[config.mk]
export PLATFORM = sky130hd
export DESIGN_NAME = piso_shift_tx
export DESIGN_NICKNAME = d
export VERILOG_FILES = /design/src/rtl/piso_shift_tx.sv
export SDC_FILE = /design/constraint.sdc
export NUM_CORES = 1
export LEC_CHECK = 0
export ABC_AREA = 1
export BUFFER_PORTS_ARGS = -buffer_cell sky130_fd_sc_hd__buf_2
export CAP_MARGIN = 0
export CORE_MARGIN = 2
export CORE_UTILIZATION = 34
export DETAILED_ROUTE_END_ITERATION = 6
export PLACE_DENSITY = 0.55
export SETUP_SLACK_MARGIN = 0.3
export SYNTH_ARGS = -nofsm -noshare
export SYNTH_HDL_FRONTEND = slang
export SYNTH_SLANG_ARGS = --single-unit
[constraint.sdc]
create_clock -name clk -period 1.6 [get_ports clk]
set_input_delay 0.48 -clock clk [delete_from_list [all_inputs] [get_ports clk]]
set_output_delay 0.48 -clock clk [all_outputs]
set_load 0.1 [all_outputs]
[src/rtl/piso_shift_tx.sv]
// Parallel-in, serial-out transmitter for the serial shift link.
// Latency: the first bit is on ser_out one clk after accept; a word takes WIDTH enabled clks.
// Backpressure: load_ready is low while a word is in flight, except during its last enabled bit.
module piso_shift_tx #(
  parameter int WIDTH     = 8,
  parameter bit MSB_FIRST = 1'b1
) (
  input  logic             clk,
  input  logic             clear,
  input  logic [WIDTH-1:0] load_data,
  input  logic             load_valid,
  output logic             load_ready,
  input  logic             shift_en,
  output logic             ser_out,
  output logic             ser_valid,
  output logic             ser_last,
  output logic             busy
);

  localparam int CW = $clog2(WIDTH);

  typedef enum logic {
    IDLE  = 1'b0,
    SHIFT = 1'b1
  } state_t;

  state_t           state;
  logic [WIDTH-1:0] shreg;   // word being sent; the bit on the line sits at the send end
  logic [CW-1:0]    cnt;     // bits still to send after the one on the line
  logic             at_last;
  logic             accept;

  // The last bit is on the line once the countdown has reached zero.
  assign at_last = (state == SHIFT) && (cnt == '0);

  // A new word may enter when idle, or on the enabled clk that retires the last bit,
  // which is what lets back-to-back words stream with no gap.
  assign load_ready = (state == IDLE) || (at_last && shift_en);
  assign accept     = load_valid && load_ready;

  assign ser_last = at_last;
  assign busy     = (state == SHIFT);

  // Control FSM, shift register and registered serial outputs.
  always_ff @(posedge clk or posedge clear) begin
    if (clear) begin
      state     <= IDLE;
      shreg     <= '0;
      cnt       <= '0;
      ser_out   <= 1'b0;
      ser_valid <= 1'b0;
    end else if (accept) begin
      // Capture the word; its first bit goes straight onto the line.
      state     <= SHIFT;
      shreg     <= load_data;
      cnt       <= CW'(WIDTH - 1);
      ser_out   <= MSB_FIRST ? load_data[WIDTH-1] : load_data[0];
      ser_valid <= 1'b1;
    end else if ((state == SHIFT) && shift_en) begin
      if (cnt == '0) begin
        // Last bit retired with nothing waiting: drop back to idle.
        state     <= IDLE;
        shreg     <= '0;
        ser_out   <= 1'b0;
        ser_valid <= 1'b0;
      end else begin
        cnt <= cnt - 1'b1;
        if (MSB_FIRST) begin
          shreg   <= {shreg[WIDTH-2:0], 1'b0};
          ser_out <= shreg[WIDTH-2];
        end else begin
          shreg   <= {1'b0, shreg[WIDTH-1:1]};
          ser_out <= shreg[1];
        end
      end
    end
  end

endmodule
**After elaboration in Yosys (flattened, before gate mapping)**

Index checks and enable logic that the tools add are counted.

- Bits in registers: 12
- Word-level logic and storage cells: 29

- Add/sub/neg operators: 1
- Equality and inequality tests: 1
- Multiplexer cells: 12
- Bitwise gates (word level): 1
- Reduce and logical (&&, ||, !) cells: 10

Operators by type and width:

| operator | count |
|---|---|
| 2-to-1 mux 7 bit | 3 |
| 2-to-1 mux 3 bit | 3 |
| 2-to-1 mux 1 bit | 6 |
| logical AND 1 bit | 4 |
| AND reduction 2 bit | 2 |
| nonzero test 2 bit | 2 |
| logical NOT 3 bit | 1 |
| subtractor 3 x 1 -> 3 bit (second input constant) | 1 |
| != test 2 bit (second input constant) | 1 |
| logical OR 1 bit | 1 |
| NOT 1 bit | 1 |

**Longest topological paths before layout**

- Depth in word-level cells: 7
- Gate-level depth with buffers: 8

**Worst setup path after synthesis**

OpenSTA, ideal clock, no wires.

- Path type: register -> output
- Start: register state, in the netlist busy
- End: output port ser_last
- Arrival time: 2.403 ns
- Required time: 1.120 ns
- Slack: -1.283 ns
- Stages on the path, launching flop included: 3
- Path through: dfrtp_1 inv_1 nor2_1

- Cells in the longest elaborated chain, start to end: 1

Ends and longest elaborated chain:

| what | line | RTL |
|---|---|---|
| from (decl) | 27 | `state_t state;` |
| from (signal assigned) | 47 | `state <= IDLE;` |
| from (signal assigned) | 54 | `state <= SHIFT;` |
| from (signal assigned) | 62 | `state <= IDLE;` |
| logical AND 1 bit | 34 | `assign at_last = (state == SHIFT) && (cnt == '0);` |
| to (decl) | 16 | `output logic ser_last,` |

Every way passes these cells.

**Final worst setup path**

- Start: register cnt[0]
- End: output port load_ready

- Cells in the longest elaborated chain, start to end: 4

Ends and longest elaborated chain:

| what | line | RTL |
|---|---|---|
| from (decl) | 29 | `logic [CW-1:0] cnt;` |
| from (signal assigned) | 56 | `cnt <= CW'(WIDTH - 1);` |
| from (signal assigned) | 67 | `cnt <= cnt - 1'b1;` |
| logical NOT 3 bit | 34 |  |
| logical AND 1 bit | 34 |  |
| logical AND 1 bit | 38 | `assign load_ready = (state == IDLE) \|\| (at_last && shift_en);` |
| logical OR 1 bit | 38 |  |
| to (decl) | 12 | `output logic load_ready,` |

Every way passes these cells.

==> flow_summary.json <==
{
  "seqCellArea_um2": 305,
  "placementRows": 16,
  "ys_seq_area_share_pct": 42.4,
  "antenna_cells": 0,
  "yosysUniqueCellTypes": 16,
  "worst_setup_path_start_kind": "flip-flop",
  "netlist.area_leader.share_pct": 42.4,
  "die_height_um": 49.6,
  "avgRoutedWirePerCell_um": 11.5,
  "final_area_um2": 1180,
  "die_x_um": 49.6,
  "finalHoldViolCount": 0,
  "grt_pass1_vias": 695,
  "drtIter0Drc": 6,
  "initial_core_util_pct": 36.1,
  "critical_path_required_ns": 1.12,
  "crit_type": "flip-flop to output pin",
  "multi_input_area_um2": 419,
  "fmax_mhz": 581,
  "core_um2": 1960,
  "crit_family": "flip-flops",
  "cts_root_buf": "clkbuf_4",
  "synth_area_um2": 708,
  "synth_top_family_by_area": "simple AND/OR/NAND/NOR gates",
  "ys_warn_count": 0,
  "tns_ns": -0.236,
  "path_buf_inv": 2,
  "cts_hold_buf": 0,
  "fp.dieArea_um2": 2460,
  "path_clk_slew_ns": 0.08,
  "hp-class": "input port to asynchronous set/reset pin",
  "nets": 146,
  "crit_fanout": 2,
  "yosys.area_share.simple_pct": 36.6,
  "synthAdderAreaFrac_pct": 3.53,
  "p_per_area_nw_per_um2": 1980,
  "hpwlAfterDp_um": 1080,
  "setup_viol": 2,
  "first_pass_iters": 4,
  "avgViaCountPerCell": 4.64,
  "drt_wl_total_um": 1810,
  "grt.overflow.total": 0,
  "remaining_drc_errors": 0,
  "synth.ff_latch_count": 12,
  "cts_made_buffers": 3,
  "grt_pass1_wl_um": 3020,
  "synthFlopType": "dfrtp_1",
  "cp_slowest_cell": "dfrtp_1",
  "max_stage_delay_ns": 0.40,
  "arrival_ns": 1.24,
  "synth_xor_area_share_pct": 1.24,
  "clock_path_buffers": 2,
  "synthCells": 96,
  "yosys-top-cells-count": "38 x nand2_1, 17 x nand3_1, 13 x inv_1",
  "gp_congestion": 0.725,
  "p_leak_nw": 0.638,
  "maxCapViolations": 0,
  "clock_skew_ns": 0.00381,
  "synth-edff-count": 0,
  "async_flop_share_pct": 100,
  "ios": 17,
  "h-tree-depth": 1,
  "drive_gt1_share_pct": 44.6,
  "cp-end-kind": "output pin",
  "cts_tree": "built",
  "num_vias": 728,
  "yosysMostFrequentCell": "nand2_1",
  "violations": "negative setup slack",
  "period_share_pct": 108,
  "portBuffers": 16,
  "vdd_drop_max_uv": 938,
  "placed_area_um2": 918,
  "synth_area_per_cell_um2": 7.38,
  "worst_slack_ns": -0.122,
  "layout.filler_cells": 196,
  "grt_max_degree": 13,
  "ant_nets": 0,
  "antenna_found_initial": 0,
  "synth_area_leader_cell": "dfrtp_1",
  "layout_min_cycle_time_ns": 1.72,
  "clock-sinks": 12,
  "clock_latency_ns": 0.26,
  "synthToLayoutAreaGrowth_pct": 66.8,
  "slew_viol_final": 0,
  "synth.area.top_cells": "dfrtp_1 42%, nand2_1 20%, nand3_1 12%",
  "rsz0062_at_grt": "true",
  "syn_nets": 110,
  "synth_compound_area_share_pct": 4.42,
  "slew_headroom_pct": 68.0,
  "track_usage_pct": 16.1,
  "cp_cell_sequence": "inv_2 -> ha_4 -> nand3_2 -> nand2_2 -> buf_12",
  "worstMarginPinSlew_ns": 0.479,
  "status": "finished, violations left",
  "synth_mux_area_share_pct": 0
}
what timing repair did:
| item | in CTS | in global routing |
|---|---|---|
| pin swaps | 5 | 7 |
| buffers inserted | 9 | 3 |
| gates resized for setup | 17 | 11 |
| gates cloned | 2 | 0 |
| endpoints found under the setup margin | 15 | 17 |
kinds of logic (layout without fill, tap and decap cells):
| logic type | after synthesis | after routing |
|---|---|---|
| flops | 12 | 12 |
| buf+inv | 17 | 50 |
| fa+ha+maj | 2 | 2 |
| xor+xnor | 1 | 1 |
| simple gates | 60 | 61 |
| compound gates | 4 | 4 |
layout by cell type (no fill, tap or decap), drive strengths merged:
master and n:
buf 32, bufbuf 1, clkbuf 3, dfrtp 12
inv 13, ha 2, xnor2 1, o21ai 4
nor2 3, clkinv 1, nand2 41, nand3 17
routing by layer:
layer	vias to the layer above	track usage (%)	part of all wire [%]
met5	-	0	0
met4	0	5.56	0.83
met3	2	2.73	3.0
met2	14	27.3	51
met1	342	20.5	45
li1	370	-	-
cell type report:
cell class / instances / area share [%]
flip-flops and latches: 12 / 25.8
multi-input cells: 68 / 35.5
repair buffers: 33 / 29.0
clock buffers: 3 / 1.91
inverters: 14 / 4.87
well taps: 27 / 2.86
power by group:
group          total (mW)  leakage, nW  internal [mW]  switching, mW
registers           0.524        0.150          0.432         0.0913
clock network       0.183       0.0138         0.0869         0.0963
logic                1.63        0.474          0.734          0.895
metrics by stage:
| step | cells | hold WS, ns | total power [mW] | setup slack [ns] | utilization [%] |
|---|---|---|---|---|---|
| final | 157 | 0.215 | 2.34 | -0.122 | 60.2 |
| after global routing | 157 | 0.250 | 2.50 | -0.186 | 60.2 |
| after CTS | 154 | 0.232 | 2.23 | -0.130 | 57.3 |
| after detailed placement | 140 | 0.467 | 1.69 | 0.116 | 46.8 |
| after global placement | 140 | 0.466 | 1.68 | 0.134 | 46.8 |
| after floorplan | 96 | 0.345 | 1.41 | -0.0688 | - |
final timing paths:
path                                           start              endpoint  slack (ns)  cells after the start
worst max-delay path              cnt[0]$_DFFE_PP0P_            load_ready       -0.12                      5
worst min-delay path                           clear  shreg[5]$_DFFE_PP0P_        0.22                      2
worst max register to register    cnt[0]$_DFFE_PP0P_  shreg[1]$_DFFE_PP0P_        0.11                      9
worst min register to register  shreg[4]$_DFFE_PP0P_  shreg[4]$_DFFE_PP0P_        0.48                      2
max in group asynchronous                      clear      busy$_DFFE_PP0P_        1.02                      2
min in group clk                        load_data[0]  shreg[0]$_DFFE_PP0P_        0.45                      3
sequential cells by signal, indices dropped and copies added (netlist names):
name     cells
busy         1
shreg        7
ser_out      1
cnt          3
(Power assumes the default switching activity.)
